[src/rtl/rv_pkg.sv]
// ---------------------------------------------------------------------------
// rv_pkg
// Shared RV32I definitions for the instruction encoder: opcode values, the
// canonical NOP word, the encoding-format enum and a signed range helper.
// ---------------------------------------------------------------------------
package rv_pkg;

  localparam logic [6:0] OP_R      = 7'b0110011;
  localparam logic [6:0] OP_IMM    = 7'b0010011;
  localparam logic [6:0] OP_LOAD   = 7'b0000011;
  localparam logic [6:0] OP_STORE  = 7'b0100011;
  localparam logic [6:0] OP_BRANCH = 7'b1100011;
  localparam logic [6:0] OP_LUI    = 7'b0110111;
  localparam logic [6:0] OP_AUIPC  = 7'b0010111;
  localparam logic [6:0] OP_JAL    = 7'b1101111;
  localparam logic [6:0] OP_JALR   = 7'b1100111;

  // addi x0,x0,0 -- substituted for any word that cannot be encoded
  localparam logic [31:0] NOP_INSTR = 32'h0000_0013;

  typedef enum logic [2:0] {
    FMT_R,
    FMT_I,
    FMT_SHIFT,
    FMT_S,
    FMT_B,
    FMT_U,
    FMT_J,
    FMT_BAD
  } fmt_e;

  // True when the two's-complement value v lies in [lo, hi]
  function automatic logic in_range(input logic [31:0] v, input int lo, input int hi);
    return ($signed(v) >= lo) && ($signed(v) <= hi);
  endfunction

endpackage

[src/rtl/rv_imm_pack.sv]
// ---------------------------------------------------------------------------
// rv_imm_pack
// Combinational immediate packer. Classifies the opcode into an encoding
// format, scatters the signed immediate into its instruction bit positions
// (all non-immediate bits zero) and flags immediates that do not fit.
//
// Ports:
//   opcode_i    [6:0]  instruction opcode
//   funct3_i    [2:0]  funct3, distinguishes shift-immediates within OP_IMM
//   imm_i       [31:0] full signed immediate
//   fmt_o              encoding format (FMT_BAD for unknown opcodes)
//   imm_bits_o  [31:0] immediate bits already placed in the instruction word
//   range_err_o        immediate out of range or misaligned for the format
// ---------------------------------------------------------------------------
module rv_imm_pack
  import rv_pkg::*;
(
  input  logic [6:0]  opcode_i,
  input  logic [2:0]  funct3_i,
  input  logic [31:0] imm_i,
  output fmt_e        fmt_o,
  output logic [31:0] imm_bits_o,
  output logic        range_err_o
);

  always_comb begin
    fmt_o       = FMT_BAD;
    imm_bits_o  = '0;
    range_err_o = 1'b0;
    unique case (opcode_i)
      OP_R: begin
        fmt_o = FMT_R;
      end
      OP_IMM: begin
        // slli/srli/srai carry a 5-bit shamt instead of a 12-bit immediate
        if (funct3_i == 3'b001 || funct3_i == 3'b101) begin
          fmt_o       = FMT_SHIFT;
          imm_bits_o  = {7'b0, imm_i[4:0], 20'b0};
          range_err_o = !in_range(imm_i, 0, 31);
        end else begin
          fmt_o       = FMT_I;
          imm_bits_o  = {imm_i[11:0], 20'b0};
          range_err_o = !in_range(imm_i, -2048, 2047);
        end
      end
      OP_LOAD, OP_JALR: begin
        fmt_o       = FMT_I;
        imm_bits_o  = {imm_i[11:0], 20'b0};
        range_err_o = !in_range(imm_i, -2048, 2047);
      end
      OP_STORE: begin
        fmt_o       = FMT_S;
        imm_bits_o  = {imm_i[11:5], 13'b0, imm_i[4:0], 7'b0};
        range_err_o = !in_range(imm_i, -2048, 2047);
      end
      OP_BRANCH: begin
        // bit 0 is implied zero, so odd offsets are unencodable
        fmt_o       = FMT_B;
        imm_bits_o  = {imm_i[12], imm_i[10:5], 13'b0, imm_i[4:1], imm_i[11], 7'b0};
        range_err_o = imm_i[0] || !in_range(imm_i, -4096, 4094);
      end
      OP_LUI, OP_AUIPC: begin
        fmt_o       = FMT_U;
        imm_bits_o  = {imm_i[31:12], 12'b0};
        range_err_o = (imm_i[11:0] != 12'b0);
      end
      OP_JAL: begin
        fmt_o       = FMT_J;
        imm_bits_o  = {imm_i[20], imm_i[10:1], imm_i[11], imm_i[19:12], 12'b0};
        range_err_o = imm_i[0] || !in_range(imm_i, -1048576, 1048574);
      end
      default: begin
        fmt_o = FMT_BAD;
      end
    endcase
  end

endmodule

[src/rtl/instr_encoder.sv]
// ---------------------------------------------------------------------------
// instr_encoder
// Streaming RV32I encoder: packs decoded fields plus a signed immediate into
// a 32-bit instruction word, substitutes a NOP on encoding errors and tags
// each word with a sequential byte address. One registered output stage with
// valid/ready handshakes on both sides.
//
// Ports:
//   clk, rst_n           clock (rising edge), async active-low reset
//   clear                sync: drop pending word, restart address and count
//   in_valid / in_ready  input handshake
//   opcode, funct3, funct7, rs1, rs2, rd, imm   decoded fields
//   out_valid / out_ready output handshake
//   out_instr            encoded word (NOP when out_err)
//   out_addr             byte address of out_instr
//   out_err              word was replaced by a NOP
//   word_count           saturating count of output handshakes
// ---------------------------------------------------------------------------
module instr_encoder
  import rv_pkg::*;
#(
  parameter logic [31:0] BASE_ADDR = 32'h0000_0000,
  parameter int          ADDR_W    = 32
) (
  input  logic              clk,
  input  logic              rst_n,
  input  logic              clear,
  input  logic              in_valid,
  output logic              in_ready,
  input  logic [6:0]        opcode,
  input  logic [2:0]        funct3,
  input  logic [6:0]        funct7,
  input  logic [4:0]        rs1,
  input  logic [4:0]        rs2,
  input  logic [4:0]        rd,
  input  logic [31:0]       imm,
  output logic              out_valid,
  input  logic              out_ready,
  output logic [31:0]       out_instr,
  output logic [ADDR_W-1:0] out_addr,
  output logic              out_err,
  output logic [15:0]       word_count
);

  localparam logic [ADDR_W-1:0] BASE     = BASE_ADDR[ADDR_W-1:0];
  localparam logic [ADDR_W-1:0] ADDR_INC = ADDR_W'(4);

  fmt_e        fmt;
  logic [31:0] imm_bits;
  logic        range_err;

  logic [31:0]       instr_d;
  logic              err_d;

  logic              out_valid_q;
  logic [31:0]       out_instr_q;
  logic              out_err_q;
  logic [ADDR_W-1:0] out_addr_q;
  logic [ADDR_W-1:0] next_addr_q;
  logic [15:0]       word_count_q;

  logic accept;
  logic handshake;

  rv_imm_pack u_imm_pack (
    .opcode_i    (opcode),
    .funct3_i    (funct3),
    .imm_i       (imm),
    .fmt_o       (fmt),
    .imm_bits_o  (imm_bits),
    .range_err_o (range_err)
  );

  // The output register frees up when empty or draining this cycle; clear
  // blocks acceptance so nothing slips in across the restart.
  assign in_ready  = !clear && (!out_valid_q || out_out_ready_w());
  assign accept    = in_valid && in_ready;
  assign handshake = out_valid_q && out_ready;

  function automatic logic out_out_ready_w();
    return out_ready;
  endfunction

  // Merge register/funct fields with the pre-placed immediate bits
  always_comb begin
    instr_d = NOP_INSTR;
    err_d   = 1'b0;
    unique case (fmt)
      FMT_R:     instr_d = {funct7, rs2, rs1, funct3, rd, opcode};
      FMT_SHIFT: instr_d = imm_bits | {funct7, 5'b0, rs1, funct3, rd, opcode};
      FMT_I:     instr_d = imm_bits | {12'b0, rs1, funct3, rd, opcode};
      FMT_S,
      FMT_B:     instr_d = imm_bits | {7'b0, rs2, rs1, funct3, 5'b0, opcode};
      FMT_U,
      FMT_J:     instr_d = imm_bits | {20'b0, rd, opcode};
      default:   instr_d = NOP_INSTR;
    endcase
    if (fmt == FMT_BAD || range_err) begin
      instr_d = NOP_INSTR;
      err_d   = 1'b1;
    end
  end

  // next_addr_q is the address the next loaded word will carry, so out_addr
  // only moves when a new word is actually presented.
  always_ff @(posedge clk or negedge rst_n) begin
    if (!rst_n) begin
      out_valid_q  <= 1'b0;
      out_instr_q  <= '0;
      out_err_q    <= 1'b0;
      out_addr_q   <= BASE;
      next_addr_q  <= BASE;
      word_count_q <= '0;
    end else if (clear) begin
      out_valid_q  <= 1'b0;
      out_addr_q   <= BASE;
      next_addr_q  <= BASE;
      word_count_q <= '0;
    end else begin
      if (accept) begin
        out_valid_q <= 1'b1;
        out_instr_q <= instr_d;
        out_err_q   <= err_d;
        out_addr_q  <= next_addr_q;
        next_addr_q <= next_addr_q + ADDR_INC;
      end else if (handshake) begin
        out_valid_q <= 1'b0;
      end
      if (handshake && word_count_q != 16'hFFFF) begin
        word_count_q <= word_count_q + 16'd1;
      end
    end
  end

  assign out_valid  = out_valid_q;
  assign out_instr  = out_instr_q;
  assign out_err    = out_err_q;
  assign out_addr   = out_addr_q;
  assign word_count = word_count_q;

endmodule

[config.mk]
export PLATFORM = sky130hd
export DESIGN_NAME = instr_encoder
export DESIGN_NICKNAME = d
export VERILOG_FILES = /design/src/rtl/rv_pkg.sv /design/src/rtl/rv_imm_pack.sv /design/src/rtl/instr_encoder.sv
export SDC_FILE = /design/constraint.sdc
export NUM_CORES = 1
export LEC_CHECK = 0
export BUFFER_PORTS_ARGS = -buffer_cell sky130_fd_sc_hd__buf_2
export CORE_MARGIN = 8
export CORE_UTILIZATION = 55
export CTS_BUF_LIST = sky130_fd_sc_hd__clkbuf_8
export CTS_CLUSTER_SIZE = 12
export DETAILED_ROUTE_END_ITERATION = 8
export GPL_ROUTABILITY_DRIVEN = 0
export PLACE_DENSITY = 0.89
export SLEW_MARGIN = 20
export SYNTH_ARGS = -nofsm -noshare
export SYNTH_HDL_FRONTEND = slang
export SYNTH_SLANG_ARGS = --single-unit
[constraint.sdc]
create_clock -name clk -period 3.7 [get_ports clk]
set_input_delay 0.185 -clock clk [delete_from_list [all_inputs] [get_ports clk]]
set_output_delay 0.185 -clock clk [all_outputs]
set_load 0.05 [all_outputs]
==> results.sh, run 1 <==
export IMPL_status="completed"
export IMPL_core_um2=10200
export IMPL_endpoint_kind="register"
export IMPL_cts_buffer_depth=2
export IMPL_fp_dieArea_um2=13800
export IMPL_start_util_pct=55.8
export IMPL_synth_warnings=0
export IMPL_hp_start="clear"
export IMPL_ys_top_cells_by_count="nand2_1 (116), dfrtp_1 (111), nor2_1 (49)"
export IMPL_setup_viol=0
export IMPL_fin_nets=818
export IMPL_holdPathStages=2
export IMPL_synth_seq_cells=111
export IMPL_worst_pin_slew_ns=0.866
export IMPL_max_freq_mhz=376
export IMPL_grt_pass1_wl_mm=28.0
export IMPL_required_ns=3.96
export IMPL_n_antenna_cell=0
export IMPL_placement_rows=37
export IMPL_cts_buffers=9
export IMPL_yosysMostFrequentCell="nand2_1"
export IMPL_drc=0
export IMPL_drive_above_1_share_pct=24.7
export IMPL_clockRootBuffer="clkbuf_8"
export IMPL_grt_max_degree=72
export IMPL_clock_skew_final_ns=0.0140
export IMPL_hold_viol=0
export IMPL_place_ws_ns=0.922
export IMPL_holdPathEnd="next_addr_q[22]"
export IMPL_antenna_found_initial=0
export IMPL_async_flop_share_pct=100
export IMPL_p_per_area_nw_per_um2=338
export IMPL_wl_per_cell_um=19.0
export IMPL_hold_ws_ns=0.147
export IMPL_yosysUniqueCellTypes=52
export IMPL_ys_seq_area_share_pct=48.9
export IMPL_setup_tns_ns=0
export IMPL_cts_htree_levels=3
export IMPL_yosys_area_top_type="dfrtp_1"
export IMPL_synthToLayoutAreaGrowth_pct=19.4
export IMPL_clk_pin_slew_ns=0.11
export IMPL_crit_type="register to register"
export IMPL_r2r_end="out_instr[13]"
export IMPL_portBuffers=151
export IMPL_hold_path_class="input pin to register"
export IMPL_yosysTopAreaCellShare_pct=48.9
export IMPL_ant_nets=0
export IMPL_worstSetupStartpointType="register"
export IMPL_vias=5604
export IMPL_max_slew_margin_rel_pct=41.8
export IMPL_cts_tree="done"
export IMPL_worstReg2RegStart="out_valid"
export IMPL_drtPass1Iterations=8
export IMPL_first_iter_violations=710
export IMPL_gr_total_overflow=0
export IMPL_synth_cells=616
export IMPL_worstRegToRegCells=6
export IMPL_synth_area_top_cells="dfrtp_1 (49%), nand2_1 (7.7%), o41ai_1 (4.5%), a21oi_1 (4.0%), xor2_1 (3.4%)"
export IMPL_rsz0062_at_grt="false"
export IMPL_worst_slack_ns=1.04
export IMPL_die_x_um=118
export IMPL_dpl_hpwl_mm=12.4
export IMPL_netlist_area_um2=5680
export IMPL_chipHeight_um=118
export IMPL_postCtsResizedCells=0
export IMPL_fin_crit_sh_pct=71.9
export IMPL_final_cells=888
export IMPL_grt_pass1_vias=5696
export IMPL_synth_flop_cell="dfrtp_1"
export IMPL_pin_count=152
export IMPL_ir_worst_vdd_mv=0.165
export IMPL_layout_min_cycle_time_ns=2.66
export IMPL_avgSynthCellArea_um2=9.22
export IMPL_vias_per_cell=6.31
export IMPL_clk_latency_ns=0.38
export IMPL_grt_util_all_layers_pct=24.1
export IMPL_crit_path_max_fanout=18
export IMPL_wl_mm=16.9
export IMPL_post_cts_buffers=0
export IMPL_dp_cells=870
export IMPL_clock_sinks=111
export IMPL_cap_violations=0
export IMPL_syn_nets=687
export IMPL_cp_arrival_ns=2.92
export IMPL_p_leak_nw=3.10
export IMPL_synth_edf_count=0
export IMPL_rrSetupSlack_ns=1.04
export IMPL_drv_slew=0
[registers in the layout (all words and copies together) (netlist names)]
signal / cells
out_addr: 31
word_count: 16
out_valid: 1
out_instr: 32
out_err: 1
next_addr_q: 30
[timing repair]
item | in CTS | in global routing
setup endpoints to repair | 0 | 0
hold buffers | 1 | 0
hold endpoints to repair | 42 | 0
[metal layers]
layer | up-vias | routed length [µm] | GRT usage [%]
met5 | - | 0 | 0
met4 | 0 | 517 | 10.8
met3 | 58 | 1620 | 6.00
met2 | 346 | 8180 | 39.8
met1 | 2663 | 6600 | 29.1
li1 | 2537 | - | -
[layout make-up]
class                      count  area [µm²]
fill                         821        3400
multi-input combinational    454        2720
inverter                      11        41.3
timing repair buffer         160         836
clock inverter                 7         114
clock buffer                   9         124
sequential                   111        2780
tap                          136         170
[worst max-delay path by stage]
stage	start	to	slack, ns	depth (start not counted)
6_report	out_valid	out_instr[13]	1.04	6
5_1_grt	out_valid	out_instr[13]	0.82	6
4_1_cts	out_valid	out_instr[20]	1.01	5
3_5_place_dp	opcode[2]	out_instr[26]	0.92	6
3_3_place_gp	opcode[2]	out_instr[4]	1.06	6
2_1_floorplan	out_valid	next_addr_q[29]	1.19	6
[logic make-up (layout without fill, tap and decap cells)]
| family | Yosys count | after routing | synth area share [%] |
|---|---|---|---|
| buffers and inverters | 51 | 187 | 3.64 |
| xor gates and xnor gates | 28 | 28 | 4.32 |
| and+or+nand+nor | 280 | 280 | 24.2 |
| DFF | 111 | 111 | 48.9 |
| adders and majority gates | 2 | 2 | 0.441 |
| AOI/OAI and AO/OA | 135 | 135 | 16.8 |
| muxes | 9 | 9 | 1.65 |
[placed cells by master, fill, tap and decap left out, types with 4 or more instances in the layout]
cell type,instances
nand4_1,24
a22oi_1,14
nor2b_1,4
buf_4,8
buf_2,150
nor3b_1,4
nor2_1,47
dfrtp_1,111
o41ai_1,29
o2111ai_1,8
nor3_1,11
mux2i_1,6
xor2_1,22
or3_1,11
o211ai_1,5
nor4_1,8
a222oi_1,10
nand3_1,16
nand2_1,115
inv_1,13
a21oi_1,45
xnor2_1,6
and4_1,6
and3_1,12
nand2b_1,5
o21ai_0,12
clkbuf_8,9
[power breakdown]
group / total, W / switching, W / leakage, nW / internal (W)
sequential: 0.00123 / 0.00000889 / 1.53 / 0.00122
clock: 0.000849 / 0.000403 / 0.122 / 0.000446
combinational: 0.000216 / 0.000157 / 1.46 / 0.0000590
total: 0.00229 / 0.000568 / 3.10 / 0.00173
[per-stage QoR]
stage          util [%]  power [W]  cell area, µm²
2_1_floorplan         -    0.00135            5680
3_3_place_gp       64.0    0.00145            6520
3_5_place_dp       64.0    0.00146            6520
4_1_cts            66.4    0.00230            6770
5_1_grt            66.6    0.00237            6780
6_report           66.6    0.00229            6780
[worst max-delay path, stage by stage (launching register included)]
cell and delay (ns):
dfrtp_1 0.48, nand2b_1 0.17, nand3_1 0.17, a2111oi_0 0.72, o311ai_4 0.38, buf_8 0.26, o41ai_1 0.35
(Power assumes the default switching activity.)
==> run 2: changes to the inputs <==
--- a/config.mk
+++ b/config.mk
@@ -7,12 +7,12 @@
 export LEC_CHECK = 0
 export BUFFER_PORTS_ARGS = -buffer_cell sky130_fd_sc_hd__buf_2
 export CORE_MARGIN = 8
-export CORE_UTILIZATION = 55
+export CORE_UTILIZATION = 49
 export CTS_BUF_LIST = sky130_fd_sc_hd__clkbuf_8
 export CTS_CLUSTER_SIZE = 12
 export DETAILED_ROUTE_END_ITERATION = 8
 export GPL_ROUTABILITY_DRIVEN = 0
-export PLACE_DENSITY = 0.89
+export PLACE_DENSITY = 0.84
 export SLEW_MARGIN = 20
 export SYNTH_ARGS = -nofsm -noshare
 export SYNTH_HDL_FRONTEND = slang
==> constraint.sdc (replaced) <==
create_clock -name clk -period 2.15 [get_ports clk]
set_input_delay 0.1075 -clock clk [delete_from_list [all_inputs] [get_ports clk]]
set_output_delay 0.1075 -clock clk [all_outputs]
set_load 0.05 [all_outputs]
==> results.sh, run 2 (synthesized netlist as in run 1, its figures left out) <==
export IMPL_drtPass1Iterations=9
export IMPL_drive_above_1_share_pct=29.6
export IMPL_n_antenna_cell=0
export IMPL_placement_rows=39
export IMPL_ant_nets=0
export IMPL_antenna_found_initial=0
export IMPL_crit_type="register to register"
export IMPL_cap_violations=0
export IMPL_violations="DRC"
export IMPL_grt_max_degree=72
export IMPL_hold_ws_ns=0.0486
export IMPL_start_util_pct=50.0
export IMPL_layout_cells_most_common_list="buf_2 (150), nand2_1 (116), dfrtp_1 (110)"
export IMPL_p_per_area_nw_per_um2=528
export IMPL_cts_tree="done"
export IMPL_first_iter_violations=914
export IMPL_chipHeight_um=124
export IMPL_placed_area_um2=6830
export IMPL_hold_path_class="input pin to register"
export IMPL_endpoint_kind="register"
export IMPL_clk_latency_ns=0.37
export IMPL_required_ns=2.44
export IMPL_dpl_hpwl_mm=12.8
export IMPL_final_util_pct=62.8
export IMPL_clock_sinks=111
export IMPL_grt_util_all_layers_pct=22.4
export IMPL_pin_count=152
export IMPL_cts_htree_levels=3
export IMPL_fin_crit_sh_pct=96.6
export IMPL_grt_pass1_vias=5896
export IMPL_max_slew_margin_rel_pct=45.1
export IMPL_worstSetupStartpointType="register"
export IMPL_status="finished, violations left"
export IMPL_synthToLayoutAreaGrowth_pct=25.7
export IMPL_clock_skew_final_ns=0.00654
export IMPL_power_total_w=0.00377
export IMPL_drc=22
export IMPL_max_freq_mhz=481
export IMPL_core_um2=11400
export IMPL_p_leak_nw=3.32
export IMPL_die_x_um=124
export IMPL_cp_arrival_ns=2.37
export IMPL_clk_pin_slew_ns=0.11
export IMPL_vias_per_cell=6.29
export IMPL_largest_register_ffs=32
export IMPL_fin_area_um2=7140
export IMPL_fp_dieArea_um2=15300
export IMPL_gr_total_overflow=0
export IMPL_wl_mm=17.7
export IMPL_clockRootBuffer="clkbuf_8"
export IMPL_worst_pin_slew_ns=0.821
export IMPL_setup_viol=0
export IMPL_layout_min_cycle_time_ns=2.08
export IMPL_grt_pass1_wl_mm=28.0
export IMPL_ir_worst_vdd_mv=0.280
export IMPL_setup_tns_ns=0
export IMPL_final_common_cell="buf_2"
export IMPL_wl_per_cell_um=19.0
export IMPL_cts_buffer_depth=2
export IMPL_drv_slew=0
export IMPL_fin_nets=853
export IMPL_vias=5850
export IMPL_hold_viol=0
export IMPL_portBuffers=151
export IMPL_cts_buffers=9
export IMPL_crit_path_max_fanout=6
[run 2: cell types whose count changed in the layout (fill, tap and decap cells not counted), sizes merged]
cell / before / now
clkbuf: 9 / 11
buf: 159 / 194
inv: 13 / 14
bufinv: 3 / 0
clkinv: 1 / 0
clkinvlp: 1 / 2
[run 2: layout make-up]
type / count / area (µm²)
well taps: 143 / 179
inverters: 11 / 41.3
fillers: 961 / 4230
flip-flops and latches: 111 / 2780
clock buffers: 11 / 151
multi-input cells: 454 / 2810
repair buffers: 195 / 1140
clock inverters: 5 / 38.8
[run 2: repair_timing]
item	in CTS	in global routing
setup endpoints to repair	0	27
endpoints found under the hold margin	50	0
resized for setup	0	11
buffers inserted	0	4
hold buffers	1	0
[run 2: layer usage]
layer  global-route usage (%)  up-vias  routed length (µm)
met2                     35.9      375                8630
met1                     27.7     2815                6680
met5                        0        -                   0
met3                     5.58       65                1830
li1                         -     2595                   -
met4                     11.4        0                 535
[run 2: where the power goes]
group	internal [W]	switching, W	total, W	leakage (nW)
clock	0.000495	0.000743	0.00124	0.0953
combinational	0.000127	0.000290	0.000418	1.69
sequential	0.00210	0.0000102	0.00211	1.53
[run 2: path summary, 6_finish.rpt]
check / from / endpoint / slack (ns) / cells past startpoint
min in group asynchronous: rst_n / out_addr[22] / 0.31 / 2
setup reg to reg: out_valid / next_addr_q[22] / 0.07 / 5
setup / recovery: out_valid / next_addr_q[22] / 0.07 / 5
hold reg to reg: out_instr[0] / out_instr[0] / 0.49 / 1
hold / removal: clear / out_valid / 0.05 / 2
max in group asynchronous: rst_n / next_addr_q[7] / 1.05 / 3
[run 2: worst max-delay path: stages, from the launching register on]
cell	delay (ns)
dfrtp_2	0.43
nor2b_4	0.13
or4_4	0.48
or4_4	0.47
or3_1	0.36
a21oi_2	0.15
[run 2: metrics by stage]
step / worst slack [ns] / std cells
floorplan: -0.155 / 616
global placement: 0.0612 / 909
detailed placement: -0.0526 / 909
CTS: 0.0215 / 926
global route: -0.0117 / 930
finish: 0.0720 / 930
==> run 3: changes to the inputs <==
--- a/config.mk
+++ b/config.mk
@@ -6,6 +6,7 @@
 export NUM_CORES = 1
 export LEC_CHECK = 0
 export BUFFER_PORTS_ARGS = -buffer_cell sky130_fd_sc_hd__buf_2
+export CORE_ASPECT_RATIO = 1.1
 export CORE_MARGIN = 8
 export CORE_UTILIZATION = 49
 export CTS_BUF_LIST = sky130_fd_sc_hd__clkbuf_8
@@ -17,3 +18,4 @@
 export SYNTH_ARGS = -nofsm -noshare
 export SYNTH_HDL_FRONTEND = slang
 export SYNTH_SLANG_ARGS = --single-unit
+export TNS_END_PERCENT = 30
==> results.sh, run 3 (synthesized netlist as in run 1, its figures left out) <==
export IMPL_status="completed"
export IMPL_worstReg2RegStart="out_valid"
export IMPL_ir_worst_vdd_mv=0.287
export IMPL_drv_slew=0
export IMPL_wl_met1_mm=6.79
export IMPL_start_util_pct=49.9
export IMPL_ant_nets=0
export IMPL_grt_pass1_wl_mm=28.1
export IMPL_gr_total_overflow=0
export IMPL_crit_type="register to register"
export IMPL_final_cells=934
export IMPL_synthToLayoutAreaGrowth_pct=25.7
export IMPL_grt_pass1_vias=5773
export IMPL_max_slew_margin_rel_pct=43.8
export IMPL_cts_tree="done"
export IMPL_first_iter_violations=495
export IMPL_drive_above_1_share_pct=29.2
export IMPL_clock_skew_final_ns=0.0107
export IMPL_grt_util_all_layers_pct=22.4
export IMPL_cts_buffer_depth=2
export IMPL_worstRegToRegCells=7
export IMPL_clock_sinks=111
export IMPL_worst_pin_slew_ns=0.841
export IMPL_endpoint_kind="register"
export IMPL_drc=0
export IMPL_worstSetupStartpointType="register"
export IMPL_drtPass1Iterations=8
export IMPL_dp_cells=916
export IMPL_hold_viol=0
export IMPL_top_layer_used="met4"
export IMPL_slowest_stage="dfrtp_2"
export IMPL_clk_pin_slew_ns=0.10
export IMPL_vias_per_cell=6.09
export IMPL_max_freq_mhz=482
export IMPL_holdPathEnd="out_addr[28]"
export IMPL_die_x_um=119
export IMPL_layout_min_cycle_time_ns=2.07
export IMPL_wl_mm=17.6
export IMPL_r2r_end="out_instr[15]"
export IMPL_clk_latency_ns=0.37
export IMPL_p_leak_nw=3.33
export IMPL_fin_nets=850
export IMPL_clockRootBuffer="clkbuf_8"
export IMPL_cts_htree_levels=3
export IMPL_portBuffers=151
export IMPL_max_stage_delay_ns=0.43
export IMPL_largest_register_ffs=32
export IMPL_setup_tns_ns=0
export IMPL_setup_viol=0
export IMPL_cap_violations=0
export IMPL_core_um2=11400
export IMPL_vias=5688
export IMPL_hp_start="clear"
export IMPL_hold_ws_ns=0.0245
export IMPL_path_cells="nand2b_1 -> nand3_1 -> a2111oi_2 -> buf_4 -> o311ai_4 -> buf_4 -> o41ai_1"
export IMPL_holdPathStages=2
export IMPL_final_util_pct=62.7
export IMPL_rrSetupSlack_ns=0.08
export IMPL_chipHeight_um=129
export IMPL_wl_met3_mm=1.44
export IMPL_placement_rows=41
export IMPL_antenna_found_initial=0
export IMPL_final_common_cell="buf_2"
export IMPL_pin_count=152
export IMPL_power_total_w=0.00392
export IMPL_fin_crit_sh_pct=96.4
export IMPL_p_per_area_nw_per_um2=549
export IMPL_dpl_hpwl_mm=13.1
export IMPL_cp_arrival_ns=2.33
export IMPL_hold_path_class="input pin to register"
export IMPL_crit_path_max_fanout=10
export IMPL_crit_path_frequent_cell="buf_4"
export IMPL_fp_dieArea_um2=15300
export IMPL_n_antenna_cell=0
export IMPL_wl_per_cell_um=18.9
export IMPL_layout_cells_most_common_list="buf_2 (150), nand2_1 (116), dfrtp_1 (110)"
export IMPL_grt_max_degree=56
export IMPL_route_met2_wl_mm=8.63
export IMPL_cts_buffers=9
export IMPL_required_ns=2.40
-- run 3: cell type report --
| class | instances | area [µm²] |
|---|---|---|
| timing repair buffer | 192 | 1110 |
| clock inverter | 5 | 72.6 |
| inverter | 11 | 41.3 |
| tap | 150 | 188 |
| clock buffer | 11 | 151 |
| fill | 941 | 4250 |
| multi-input combinational | 454 | 2800 |
| sequential | 111 | 2780 |
-- run 3: metrics by stage --
stage | worst slack [ns] | area [µm²]
6_report | 0.0773 | 7140
5_1_grt | -0.0183 | 7140
4_1_cts | 0.0258 | 7060
3_5_place_dp | -0.0803 | 6830
3_3_place_gp | 0.0950 | 6830
2_1_floorplan | -0.155 | 5690
-- run 3: timing repair --
| action | in CTS | in global routing |
|---|---|---|
| hold buffers | 1 | 0 |
| endpoints found under the hold margin | 65 | 0 |
| buffers inserted | 0 | 1 |
| endpoints found under the setup margin | 0 | 29 |
| resized for setup | 0 | 10 |
-- run 3: power breakdown --
| group | internal [W] | switching, W | total, W |
|---|---|---|---|
| logic | 0.000127 | 0.000282 | 0.000409 |
| registers | 0.00210 | 0.0000134 | 0.00211 |
| clock network | 0.000711 | 0.000687 | 0.00140 |
| total | 0.00294 | 0.000983 | 0.00392 |
-- run 3: metal layers --
layer	track usage [%]	vias to the layer above
met2	36.7	332
met4	13.0	0
li1	-	2578
met3	6.31	72
met5	0	-
met1	25.9	2706
-- run 3: critical path, delay by kind of cell (launching register included) --
kind | cells | cell delay (ns)
compound gates | 3 | 0.81
buf+inv | 2 | 0.40
flops | 1 | 0.43
simple gates | 2 | 0.31
-- run 3: how the worst max path moves through the flow --
| stage | start | end | cells after the start |
|---|---|---|---|
| finish | out_valid | out_instr[15] | 7 |
| global route | out_valid | out_instr[15] | 7 |
| CTS | out_valid | out_instr[16] | 7 |
| detailed placement | opcode[6] | out_instr[23] | 6 |
| global placement | imm[6] | out_instr[4] | 8 |
| floorplan | out_valid | next_addr_q[22] | 6 |
